### config.mk
export PLATFORM = sky130hd
export DESIGN_NAME = btn_scan_ctrl_flat
export DESIGN_NICKNAME = d
export VERILOG_FILES = /design/src/rtl/btn_scan_ctrl_if.sv /design/src/rtl/btn_scan_ctrl.sv /design/src/flat_wrapper.sv
export SDC_FILE = /design/constraint.sdc
export NUM_CORES = 1
export LEC_CHECK = 0
export ABC_CLOCK_PERIOD_IN_PS = 2000
export BUFFER_PORTS_ARGS = -buffer_cell sky130_fd_sc_hd__buf_2
export CELL_PAD_IN_SITES_DETAIL_PLACEMENT = 1
export CELL_PAD_IN_SITES_GLOBAL_PLACEMENT = 1
export CORE_UTILIZATION = 41
export DETAILED_ROUTE_END_ITERATION = 10
export HOLD_SLACK_MARGIN = 0.08
export PLACE_DENSITY_LB_ADDON = 0.1
export SLEW_MARGIN = 20
export SYNTH_ARGS = -nofsm -noshare
export SYNTH_HDL_FRONTEND = slang
export SYNTH_SLANG_ARGS = --single-unit
export TNS_END_PERCENT = 100
### constraint.sdc
create_clock -name clk -period 2 [get_ports clk]
set_clock_uncertainty 0.05 [all_clocks]
set_input_delay 0.5 -clock clk [delete_from_list [all_inputs] [get_ports clk]]
set_output_delay 0.5 -clock clk [all_outputs]
set_load 0.01 [all_outputs]
### src/rtl/btn_scan_ctrl_if.sv
// Button scan bundle: raw button inputs in, debounced levels and edge strobes out.
// Latency: none, this is wiring only.
// Backpressure: none; strobes are fire-and-forget single-cycle pulses.
// Signals: btn (raw async inputs), btn_level (debounced level), btn_press /
//   btn_release (one-cycle strobes), scan_busy (scan in progress),
//   overrun (sticky, a tick was dropped during a scan).
interface btn_scan_ctrl_if #(
  parameter int N_BTN = 2
);
  logic [N_BTN-1:0] btn;
  logic [N_BTN-1:0] btn_level;
  logic [N_BTN-1:0] btn_press;
  logic [N_BTN-1:0] btn_release;
  logic             scan_busy;
  logic             overrun;

  // master: the button/consumer side; slave: the scan controller
  modport master (
    output btn,
    input  btn_level, btn_press, btn_release, scan_busy, overrun
  );

  modport slave (
    input  btn,
    output btn_level, btn_press, btn_release, scan_busy, overrun
  );
endinterface

### src/rtl/btn_scan_ctrl.sv
// Shared debounce engine: one sample/compare datapath time-multiplexed over N_BTN buttons.
// Latency: 2 clk sync + wait for tick + STABLE_CNT ticks + (i+1) slot cycles for channel i.
// Backpressure: none; a tick that lands mid-scan is dropped and flagged sticky in overrun.
// Ports: clk, rst (async active-high), bus (slave modport: btn in; btn_level,
//   btn_press, btn_release, scan_busy, overrun out; all outputs registered).
module btn_scan_ctrl #(
  parameter int N_BTN      = 2,
  parameter int TICK_DIV   = 4,
  parameter int STABLE_CNT = 3,
  parameter int CNT_W      = 4
) (
  input  logic            clk,
  input  logic            rst,
  btn_scan_ctrl_if.slave  bus
);

  localparam int TW = $clog2(TICK_DIV);
  localparam int IW = (N_BTN > 1) ? $clog2(N_BTN) : 1;

  typedef enum logic {IDLE, SCAN} state_t;

  logic [N_BTN-1:0] sync1_q, sync2_q;
  logic [TW-1:0]    tick_cnt_q;
  logic             tick;

  state_t           state_q;
  logic [IW-1:0]    idx_q;
  logic [CNT_W-1:0] cnt_q [N_BTN];
  logic [N_BTN-1:0] level_q, press_q, release_q;
  logic             busy_q, overrun_q;

  // Slot datapath for the channel currently addressed by idx_q
  logic             svc_same;
  logic             svc_flip;
  logic [CNT_W-1:0] cnt_d;

  // Two-flop synchronizer per button
  always_ff @(posedge clk or posedge rst) begin
    if (rst) begin
      sync1_q <= '0;
      sync2_q <= '0;
    end else begin
      sync1_q <= bus.btn;
      sync2_q <= sync1_q;
    end
  end

  // Prescaler: tick is high on the last count of each TICK_DIV period
  assign tick = (tick_cnt_q == TW'(TICK_DIV - 1));

  always_ff @(posedge clk or posedge rst) begin
    if (rst) begin
      tick_cnt_q <= '0;
    end else if (tick) begin
      tick_cnt_q <= '0;
    end else begin
      tick_cnt_q <= tick_cnt_q + 1'b1;
    end
  end

  always_comb begin
    svc_same = (sync2_q[idx_q] == level_q[idx_q]);
    cnt_d    = cnt_q[idx_q] + 1'b1;
    // Flip once this sample would make STABLE_CNT consecutive disagreements
    svc_flip = !svc_same && (cnt_d == CNT_W'(STABLE_CNT));
  end

  // Scan FSM plus the per-channel debounce state it services
  always_ff @(posedge clk or posedge rst) begin
    if (rst) begin
      state_q   <= IDLE;
      idx_q     <= '0;
      level_q   <= '0;
      press_q   <= '0;
      release_q <= '0;
      busy_q    <= 1'b0;
      overrun_q <= 1'b0;
      for (int i = 0; i < N_BTN; i++) begin
        cnt_q[i] <= '0;
      end
    end else begin
      // Strobes are single-cycle by construction: cleared every edge unless re-set below
      press_q   <= '0;
      release_q <= '0;
      case (state_q)
        IDLE: begin
          if (tick) begin
            state_q <= SCAN;
            busy_q  <= 1'b1;
            idx_q   <= '0;
          end
        end
        SCAN: begin
          // A tick mid-scan is dropped; the current scan runs to completion
          if (tick) begin
            overrun_q <= 1'b1;
          end
          if (svc_same) begin
            cnt_q[idx_q] <= '0;
          end else if (svc_flip) begin
            level_q[idx_q] <= ~level_q[idx_q];
            cnt_q[idx_q]   <= '0;
            if (level_q[idx_q]) begin
              release_q[idx_q] <= 1'b1;
            end else begin
              press_q[idx_q] <= 1'b1;
            end
          end else begin
            cnt_q[idx_q] <= cnt_d;
          end
          if (idx_q == IW'(N_BTN - 1)) begin
            state_q <= IDLE;
            busy_q  <= 1'b0;
          end else begin
            idx_q <= idx_q + 1'b1;
          end
        end
        default: begin
          state_q <= IDLE;
          busy_q  <= 1'b0;
        end
      endcase
    end
  end

  assign bus.btn_level   = level_q;
  assign bus.btn_press   = press_q;
  assign bus.btn_release = release_q;
  assign bus.scan_busy   = busy_q;
  assign bus.overrun     = overrun_q;

endmodule
### src/flat_wrapper.sv
// flat-port wrapper written by rule: the top's interface ports become plain ports
module btn_scan_ctrl_flat 
#(
  parameter int N_BTN      = 2,
  parameter int TICK_DIV   = 4,
  parameter int STABLE_CNT = 3,
  parameter int CNT_W      = 4
)
  (clk, rst, bus_btn, bus_btn_level, bus_btn_press, bus_btn_release, bus_scan_busy, bus_overrun);
  btn_scan_ctrl_if #(.N_BTN(N_BTN)) bus_i ();
  input  logic clk;
  input  logic rst;
  input wire logic [$bits(bus_i.btn)-1:0] bus_btn;
  output wire logic [$bits(bus_i.btn_level)-1:0] bus_btn_level;
  output wire logic [$bits(bus_i.btn_press)-1:0] bus_btn_press;
  output wire logic [$bits(bus_i.btn_release)-1:0] bus_btn_release;
  output wire logic [$bits(bus_i.scan_busy)-1:0] bus_scan_busy;
  output wire logic [$bits(bus_i.overrun)-1:0] bus_overrun;
  assign bus_i.btn = bus_btn;
  assign bus_btn_level = bus_i.btn_level;
  assign bus_btn_press = bus_i.btn_press;
  assign bus_btn_release = bus_i.btn_release;
  assign bus_scan_busy = bus_i.scan_busy;
  assign bus_overrun = bus_i.overrun;
  btn_scan_ctrl #(.N_BTN(N_BTN), .TICK_DIV(TICK_DIV), .STABLE_CNT(STABLE_CNT), .CNT_W(CNT_W)) u_core (.clk(clk), .rst(rst), .bus(bus_i));
endmodule
==> flow_metrics.py <==
metrics = {
    "power": {
        "power_leakage_nw": 0.654,
        "ir_drop_mv": 0.622,
        "power.density_nw_per_um2": 1020,
    },
    "worst_setup_path": {
        "cpMaxStageDelayCell": "dfrtp_2",
        "cp-end-kind": "flip-flop",
        "worstSetupStartpointType": "flip-flop",
        "r2r_cells": 5,
        "crit_arrival_ns": 2.08,
        "path_buf_inv": 0,
        "path_class": "reg -> reg",
        "required_ns": 2.16,
        "cp_cell_sequence": "mux2_4 -> ha_4 -> xnor2_4 -> nor4_4 -> mux2_1",
        "critPathMaxFanout": 4,
        "r2r_slack_ns": 0.08,
        "worstReg2RegEnd": "u_core.bus.btn_level[0]",
        "cpPeakStageDelay_ns": 0.47,
        "crit_family": "multiplexers",
        "r2r-start": "u_core.idx_q",
    },
    "placed_design": {
        "dp_hpwl_um": 1630,
        "routabilityCongestion": 0.761,
        "dp_worst_setup_slack_ns": 0.0485,
        "port_buffers": 11,
        "dp.cells": 132,
        "dpl_cell_area_sq_um": 1260,
    },
    "drt": {
        "drt_iter0_markers": 0,
        "dr.pass1.iters": 1,
        "wl_um": 2160,
        "wire_per_inst_um": 15.6,
        "drt.antenna.violating_nets": 0,
        "viasPerCell": 5.29,
        "num_vias": 730,
        "drc_errors": 0,
    },
    "timing": {
        "setup_ws_ns": 0.0768,
        "hold_viol_final": 0,
        "drv_slew": 0,
        "slew_headroom_pct": 69.6,
        "setup_viol": 0,
        "fin_crit_ns": 1.92,
        "tightestPinTransition_ns": 0.454,
        "finalCritPeriodShare_pct": 96.2,
        "grt_setup_unrepaired": "false",
        "clock.fmax_ghz": 0.520,
        "tns_ns": 0,
    },
    "grt": {
        "grt_max_degree": 17,
        "grt_util_met3_pct": 3.33,
        "track_usage_pct": 18.0,
        "antenna_found_initial": 0,
        "grt_pass1_vias": 785,
        "grt.met1_usage_pct": 20.0,
        "grt_overflow_total": 0,
        "gr-usage-met2_pct": 32.1,
        "top_usage_layer": "met2",
        "grt_pass1_wl_um": 3540,
    },
    "finish": {
        "antenna_cells": 0,
        "post-route-cell-area_sq_um": 1320,
        "seqCellArea_sq_um": 602,
        "post-route-util_pct": 52.4,
        "drive_above_1_share_pct": 30.6,
        "multi_input_area_sq_um": 514,
        "layoutNonFillerInstCount": 138,
        "fill_cells": 277,
        "layout.nets": 116,
        "syn_to_final_growth_pct": 18.1,
    },
    "synthesis": {
        "synth_ff_type": "dfrtp_1",
        "yosysSeqAreaShare_pct": 53.6,
        "synth_simple_gate_area_share_pct": 19.9,
        "synth_area_leaders": "dfrtp_1 54%, nor4_4 3.8%, ha_1 3.4%",
        "synth-edff-count": 0,
        "async_reset_ff_share_pct": 100,
        "synth_mux_area_share_pct": 6.93,
        "synth_seq_cells": 24,
        "syn_nets": 95,
        "synth_top_family_by_area": "simple AND/OR/NAND/NOR gates",
        "syn_inst": 88,
        "yosys.area_share.xor_xnor_pct": 3.02,
        "synth.largest_area_cell": "dfrtp_1",
        "syn_area_per_cell_sq_um": 12.7,
        "synth_cell_type_count": 32,
        "synth_compound_area_share_pct": 10.2,
        "netlist_area_sq_um": 1120,
        "synth_top_area_share_pct": 53.6,
        "synth-adder-area-share_pct": 3.35,
        "ys_warn_count": 0,
    },
    "clocking": {
        "cts_made_buffers": 3,
        "cts_sinks": 24,
        "path_clk_slew_ns": 0.13,
        "htreeDepth": 1,
        "cts_root_buffer": "clkbuf_4",
        "cts.path.max_buffers": 2,
        "cts_tree": "built",
        "clkLatencyLatePin_ns": 0.32,
    },
    "min_path": {
        "holdPathStages": 1,
        "hp-start": "bus_btn[0]",
        "min_path_type": "in -> reg",
        "whs_endpoint": "u_core.sync1_q[0]",
    },
    "floorplan": {
        "die_y_um": 54.3,
        "rows": 18,
        "die_area_sq_um": 2940,
        "initial_core_util_pct": 44.4,
        "core_sq_um": 2520,
        "fp.dieW_um": 54.3,
        "pin_count": 12,
    },
    "status": {
        "status": "finished clean",
    },
    "flow_run": {
        "drv_cap": 0,
    },
}
[stage by stage]
step / hold WS, ns / total power [W]
CTS: 0.221 / 0.00135
global route: 0.213 / 0.00143
detailed placement: 0.286 / 0.00109
floorplan: 0.281 / 0.000975
global placement: 0.285 / 0.00107
finish: 0.232 / 0.00135
[power breakdown]
group / leakage, nW / switching, W / total, W / internal (W)
combinational: 0.336 / 0.000233 / 0.000443 / 0.000209
sequential: 0.297 / 0.0000857 / 0.000651 / 0.000565
clock: 0.0210 / 0.000146 / 0.000257 / 0.000111
[cells by family after synthesis]
family / count (synthesis)
AND/OR/NAND/NOR: 29
buffers and inverters: 7
multiplexers: 7
XOR/XNOR: 3
flip-flops: 24
AO/OA/AOI/OAI: 15
adder cells (fa/ha/maj): 3
[worst max path at each step]
stage / startpoint / slack [ns] / cells after the start / to
finish: u_core.idx_q / 0.08 / 5 / u_core.bus.btn_level[0]
global route: u_core.idx_q / 0.008 / 6 / u_core.cnt_q[1]
CTS: u_core.idx_q / 0.02 / 5 / u_core.bus.btn_level[1]
detailed placement: u_core.idx_q / 0.05 / 5 / u_core.bus.btn_level[1]
global placement: u_core.idx_q / 0.1 / 5 / u_core.bus.btn_level[0]
floorplan: u_core.idx_q / 0.007 / 6 / u_core.bus.btn_level[0]
[registers in the layout (all words and copies together) (netlist names)]
register / flops
u_core.cnt_q: 8
u_core.bus.btn_level: 2
u_core.bus.btn_press: 2
u_core.bus.btn_release: 2
u_core.sync1_q: 2
u_core.sync2_q: 2
u_core.tick_cnt_q: 2
u_core.bus.overrun: 1
u_core.bus.scan_busy: 1
u_core.idx_q: 1
u_core.state_q: 1
[cell usage in the layout (no fill, tap or decap), drive strengths merged]
master,count
o22ai,1
dlygate4sd3,1
mux2,3
nor4b,1
nor3,3
nand2,9
inv,5
o21ai,4
o31ai,3
clkbuf,4
ha,3
nand3,1
nand3b,1
mux2i,4
and3b,4
nor4,2
a21oi,2
o41ai,2
o21a,1
and4b,1
nor2,3
a21o,2
xnor2,1
or3,2
nand2b,1
and4,1
xor2,2
buf,17
dfrtp,24
[cells in the mapped netlist (all sizes together) (2+ instances only)]
master and instances:
nor2 3, inv 5, dfrtp 24, mux2i 4
ha 3, a21oi 2, mux2 3, a21o 2
nor4 2, o41ai 2, and3b 4, o21ai 4
nor3 3, or3 2, o31ai 3, nand2 9
xor2 2
[final cells by class]
type,instances,area share [%]
clock buffers,4,2.74
inverters,5,1.42
multi-input cells,57,38.9
flip-flops and latches,24,45.5
well taps,30,2.84
repair buffers,18,8.61
[metal layers]
metal | up-vias | routed length [um]
met1 | 361 | 890
met4 | 0 | 44
li1 | 353 | -
met3 | 5 | 47
met5 | - | 0
met2 | 11 | 1170
[repair_timing]
action,4_1_cts,5_1_grt
setup endpoints to repair,0,5
setup buffers,0,1
endpoints found under the hold margin,8,0
resized for setup,0,4
hold buffers,1,0
Note: power is estimated with default switching activity, not from simulation.
